===== config.mk =====
export PLATFORM = sky130hd
export DESIGN_NAME = mem_port_arbiter
export DESIGN_NICKNAME = d
export VERILOG_FILES = /design/src/rtl/mem_port_arbiter.sv
export SDC_FILE = /design/constraint.sdc
export NUM_CORES = 1
export LEC_CHECK = 0
export ABC_AREA = 0
export CORE_ASPECT_RATIO = 0.75
export CORE_MARGIN = 2
export CORE_UTILIZATION = 50
export CTS_CLUSTER_SIZE = 30
export DETAILED_ROUTE_END_ITERATION = 10
export DONT_BUFFER_PORTS = 1
export GPL_TIMING_DRIVEN = 0
export PLACE_DENSITY = 0.73
export SLEW_MARGIN = 10
export SYNTH_ARGS = -nofsm -noshare
export SYNTH_HDL_FRONTEND = slang
export SYNTH_SLANG_ARGS = --single-unit

===== constraint.sdc =====
create_clock -name clk -period 1.64 [get_ports clk]
set_input_delay 0.328 -clock clk [delete_from_list [all_inputs] [get_ports clk]]
set_output_delay 0.328 -clock clk [all_outputs]
set_load 0.03 [all_outputs]

===== src/rtl/mem_port_arbiter.sv =====
// Shares the single-ported unified memory between instruction fetch and load/store.
// Grants one requester at a time, aligns byte lanes, extends loads, flags misalignment and timeouts.
module mem_port_arbiter #(
    parameter int STREAK_MAX = 4,
    parameter int TIMEOUT    = 16
) (
    input  logic        clk,
    input  logic        rst,
    input  logic        if_req,
    input  logic [31:0] if_addr,
    output logic        if_done,
    output logic [31:0] if_rdata,
    output logic        if_err,
    input  logic        d_req,
    input  logic        d_we,
    input  logic [1:0]  d_size,
    input  logic        d_unsigned,
    input  logic [31:0] d_addr,
    input  logic [31:0] d_wdata,
    output logic        d_done,
    output logic [31:0] d_rdata,
    output logic        d_err,
    output logic        mem_req,
    output logic        mem_we,
    output logic [31:0] mem_addr,
    output logic [3:0]  mem_be,
    output logic [31:0] mem_wdata,
    input  logic        mem_ack,
    input  logic [31:0] mem_rdata
);
    // Handshake: if_req/d_req are levels held until the matching one-cycle done pulse,
    // which qualifies rdata/err. mem_req stays high with mem_* stable until a single-cycle
    // mem_ack or the timeout; an ack seen in any other state is dropped.
    typedef enum logic [1:0] {IDLE, BUSY_IF, BUSY_D, RESP} state_t;

    localparam logic [3:0] STREAK_LIM = 4'(STREAK_MAX);
    localparam logic [7:0] WAIT_LIM   = 8'(TIMEOUT - 1);

    state_t      state;
    logic [3:0]  streak;
    logic [7:0]  wait_cnt;
    logic        q_we;
    logic        q_unsigned;
    logic [1:0]  q_size;
    logic [1:0]  q_lane;

    logic        grant_d;
    logic        grant_if;
    logic        d_bad;
    logic [3:0]  d_be;
    logic [31:0] d_wdata_rep;
    logic [7:0]  ld_byte;
    logic [15:0] ld_half;
    logic [31:0] load_data;
    logic        if_addr_unused;

    assign if_addr_unused = ^if_addr[1:0];

    always_comb begin
        grant_d  = d_req && !(if_req && streak == STREAK_LIM);
        grant_if = if_req && !grant_d;
        d_bad    = (d_size == 2'b11) ||
                   (d_size == 2'b01 && d_addr[0]) ||
                   (d_size == 2'b10 && d_addr[1:0] != 2'b00);
        case (d_size)
            2'b00: begin
                d_be        = 4'b0001 << d_addr[1:0];
                d_wdata_rep = {4{d_wdata[7:0]}};
            end
            2'b01: begin
                d_be        = d_addr[1] ? 4'b1100 : 4'b0011;
                d_wdata_rep = {2{d_wdata[15:0]}};
            end
            default: begin
                d_be        = 4'b1111;
                d_wdata_rep = d_wdata;
            end
        endcase
    end

    // Lane select uses the byte offset captured at grant time.
    always_comb begin
        ld_byte = mem_rdata[{q_lane, 3'b000} +: 8];
        ld_half = mem_rdata[{q_lane[1], 4'b0000} +: 16];
        case (q_size)
            2'b00:   load_data = {{24{ld_byte[7] & ~q_unsigned}}, ld_byte};
            2'b01:   load_data = {{16{ld_half[15] & ~q_unsigned}}, ld_half};
            default: load_data = mem_rdata;
        endcase
    end

    always_ff @(posedge clk or negedge rst) begin
        if (!rst) begin
            state      <= IDLE;
            streak     <= 4'd0;
            wait_cnt   <= 8'd0;
            q_we       <= 1'b0;
            q_unsigned <= 1'b0;
            q_size     <= 2'b00;
            q_lane     <= 2'b00;
            if_done    <= 1'b0;
            if_rdata   <= 32'd0;
            if_err     <= 1'b0;
            d_done     <= 1'b0;
            d_rdata    <= 32'd0;
            d_err      <= 1'b0;
            mem_req    <= 1'b0;
            mem_we     <= 1'b0;
            mem_addr   <= 32'd0;
            mem_be     <= 4'd0;
            mem_wdata  <= 32'd0;
        end else begin
            if_done <= 1'b0;
            if_err  <= 1'b0;
            d_done  <= 1'b0;
            d_err   <= 1'b0;
            case (state)
                IDLE: begin
                    if (grant_d) begin
                        streak     <= if_req ? streak + 4'd1 : 4'd0;
                        q_we       <= d_we;
                        q_size     <= d_size;
                        q_unsigned <= d_unsigned;
                        q_lane     <= d_addr[1:0];
                        if (d_bad) begin
                            state   <= RESP;
                            d_done  <= 1'b1;
                            d_err   <= 1'b1;
                            d_rdata <= 32'd0;
                        end else begin
                            state     <= BUSY_D;
                            mem_req   <= 1'b1;
                            mem_we    <= d_we;
                            mem_addr  <= {d_addr[31:2], 2'b00};
                            mem_be    <= d_be;
                            mem_wdata <= d_wdata_rep;
                            wait_cnt  <= 8'd0;
                        end
                    end else if (grant_if) begin
                        streak    <= 4'd0;
                        state     <= BUSY_IF;
                        mem_req   <= 1'b1;
                        mem_we    <= 1'b0;
                        mem_addr  <= {if_addr[31:2], 2'b00};
                        mem_be    <= 4'b1111;
                        mem_wdata <= 32'd0;
                        wait_cnt  <= 8'd0;
                    end
                end
                BUSY_IF: begin
                    if (mem_ack) begin
                        mem_req  <= 1'b0;
                        if_done  <= 1'b1;
                        if_rdata <= mem_rdata;
                        state    <= RESP;
                    end else if (wait_cnt == WAIT_LIM) begin
                        mem_req  <= 1'b0;
                        if_done  <= 1'b1;
                        if_err   <= 1'b1;
                        if_rdata <= 32'd0;
                        state    <= RESP;
                    end else begin
                        wait_cnt <= wait_cnt + 8'd1;
                    end
                end
                BUSY_D: begin
                    if (mem_ack) begin
                        mem_req <= 1'b0;
                        d_done  <= 1'b1;
                        d_rdata <= q_we ? 32'd0 : load_data;
                        state   <= RESP;
                    end else if (wait_cnt == WAIT_LIM) begin
                        mem_req <= 1'b0;
                        d_done  <= 1'b1;
                        d_err   <= 1'b1;
                        d_rdata <= 32'd0;
                        state   <= RESP;
                    end else begin
                        wait_cnt <= wait_cnt + 8'd1;
                    end
                end
                RESP:    state <= IDLE;
                default: state <= IDLE;
            endcase
        end
    end
endmodule


==> impl_metrics.ini <==
[status]
status = finished with violations
violations = hold timing, setup timing

[power]
irDropWorstVdd_v = 0.001286
powerDensity_nw_per_um2 = 2227
p_total_mw = 22.60
p_leak_nw = 4.428

[critical_path]
end_kind = flip-flop
start_kind = flip-flop
crit_required_ns = 2.00
crit_arrival_ns = 2.38
critPathMaxStageDelay_ns = 0.64
cp_max_fo = 8
crit_type = reg2reg
crit_slowest_cell = nor4_1
crit_family = simple AND/OR/NAND/NOR gates
worstPathBufferInverterCount = 2
path_cells = clkbuf_1 -> nor4_1 -> nor3_2 -> buf_4 -> a221oi_1 -> a21o_1

[timing]
worst_slack_ns = -0.3781
finalClockSkew_ns = 0.01384
slew_violations = 0
setup_viol = 114
slew_headroom = 0.4410
finalCritPeriodShare = 1.231
finalCriticalPeriod_ns = 2.018
setup_tns_ns = -23.57
fmax_mhz = 495.5
hold_ws_ns = -0.4069
tightest_slew_ns = 0.8366
rsz0062_at_grt = true
final-hold-violation-count = 156

[floorplan]
start_util = 0.5082
die_h_um = 108.8
die_w_um = 143.7
num_rows = 38
ioPinCount = 275
core_um2 = 14410
die_area_um2 = 15640

[cts]
cts_hold_buffers = 1
clock_path_buffers = 2
cts_tree = done
path_clk_slew_ns = 0.06
numCtsBuffers = 17
clk_latency_ns = 0.43
h-tree-depth = 4
cts.sinks = 156
root_buffer = clkbuf_16

[synth]
yosysWarnings = 0
synth_fa_ha_area_frac = 0.01196
async_flop_share = 1.000
synth_area_per_cell_um2 = 10.13
synth_compound_area_frac = 0.2118
synth_top_family_by_area = compound AO/OA/AOI/OAI gates
synthFlopType = dfrtp_1
ys_seq_elements = 156
yosysTopAreaCell = dfrtp_1
synth_edf_count = 0
synth_cell_type_count = 51
yosys.area_share.simple = 0.1489
seq_area_frac_synth = 0.5332
synthCells = 723
syn_area_um2 = 7321
synth_area_leaders = dfrtp_1 (53%), nand2_1 (6.5%), a22o_1 (4.1%)
synthMuxAreaShare = 0.04563
synth_xor_area_frac = 0
synth_top_area_share = 0.5332

[routing]
wl_per_cell_um = 25.04
drt_pass1_iterations = 6
drt-total-wl_um = 25170
vias = 6467
ant_nets = 0
vias_per_cell = 6.435
dr.first_iter.drc_count = 706
remaining_drc_errors = 0

[grt]
grt_use_met1 = 0.3771
top_usage_layer = met2
grt_pass1_wl_um = 35130
met3_usage = 0.1142
grt_pass1_vias = 6242
grt_start_max_net_pins = 157
met2_usage = 0.4602
antenna_found_initial = 0
gr-total-overflow = 0
grtUsageTotal = 0.2969

[placement]
hpwl_um = 16190
gp_congestion = 0.9360
portBuffers = 0
dp_slack_ns = -0.4011

[final_layout]
final_common_cell = dfrtp_1
diodes = 0
layout.nets = 936
drive_gt1_frac = 0.3602
fill_cells = 1017
final_cell_mix = dfrtp_1 (155), nand2_1 (95), nor2_1 (34), a22o_1 (33), a31oi_1 (30)
area_delta_synth_final_pct = 38.61

[flow_run]
maxCapViolCount = 0

[hold_path]
hold_path.class = in2async
layout make-up:
cell class | instances | area, µm² | share of cell area
clock buffers | 23 | 467.9 | 0.04612
clock inverters | 9 | 88.84 | 0.008755
plain buffers | 52 | 545.5 | 0.05376
repair buffers | 54 | 721.9 | 0.07115
flip-flops and latches | 156 | 3905 | 0.3848
inverters | 18 | 71.32 | 0.007028
well taps | 200 | 250.2 | 0.02466
multi-input cells | 493 | 4096 | 0.4037
path summary, 6_finish.rpt:
kind                            cells past startpoint            end        from  slack, ns
worst max-delay path                                6     d_rdata[9]   q_size[0]      -0.38
worst min-delay path                                0  mem_wdata[27]         rst      -0.41
worst max register to register                      6     d_rdata[9]   q_size[0]      -0.38
worst min register to register                      2           q_we        q_we       0.53
max in group asynchronous                           0   mem_wdata[4]         rst       1.77
min in group clk                                    2   mem_wdata[0]  d_wdata[0]       0.01
worst reg2reg max path: stages (launching register included):
cell,delay [ns]
dfrtp_1,0.36
clkbuf_1,0.21
nor4_1,0.64
nor3_2,0.12
buf_4,0.21
a221oi_1,0.29
a21o_1,0.12
through the flow:
step / hold slack (ns) / cell area (µm²) / instances / utilization
after floorplan: 0.03241 / 7574 / 724 / -
after global placement: 0.03779 / 7824 / 924 / 0.5431
after detailed placement: 0.03684 / 7824 / 924 / 0.5431
after CTS: -0.4171 / 9253 / 987 / 0.6423
after global routing: -0.4294 / 10150 / 1005 / 0.7044
final: -0.4069 / 10150 / 1005 / 0.7044
cells in the mapped netlist (all sizes together) (7+ instances only):
library cell and count:
dfrtp 156, nand2 127, nor2 42, a31oi 35
a22o 34, o21ai 31, buf 29, clkbuf 29
o31ai 27, a21oi 25, o2bb2ai 24, nand3 22
mux2 19, nor2b 19, inv 18, mux2i 12
a21o 10, a221oi 7, a222oi 7, ha 7
repair_timing:
item,CTS,global route
setup endpoints to repair,147,149
buffers inserted,24,10
gates resized for setup,139,149
pin swaps,26,25
gates cloned,9,13
hold endpoints to repair,157,156
kinds of logic (layout without fill, tap and decap cells):
kind of cell,Yosys count,after routing
buffers and inverters,76,156
muxes,31,31
and+or+nand+nor,239,240
other,1,2
adders and majority gates,7,7
DFF,156,156
AOI/OAI and AO/OA,213,213
routing by layer:
layer / routed length [µm] / share of wire
met1: 9477 / 0.38
met2: 12050 / 0.48
met3: 2643 / 0.11
met4: 995 / 0.040
met5: 0 / 0
state kept, by name, summed over array words and instances (netlist names), 2 cells and up:
register,flops
mem_wdata,32
d_rdata,32
streak,4
mem_be,4
q_lane,2
wait_cnt,8
if_rdata,32
mem_addr,30
state,2
q_size,2
power by group:
| group | internal, mW | leakage [nW] | switching [mW] |
|---|---|---|---|
| logic | 4.28 | 2.20 | 4.24 |
| clock network | 2.17 | 0.264 | 1.61 |
| registers | 5.51 | 1.96 | 4.78 |
(Power assumes the default switching activity.)
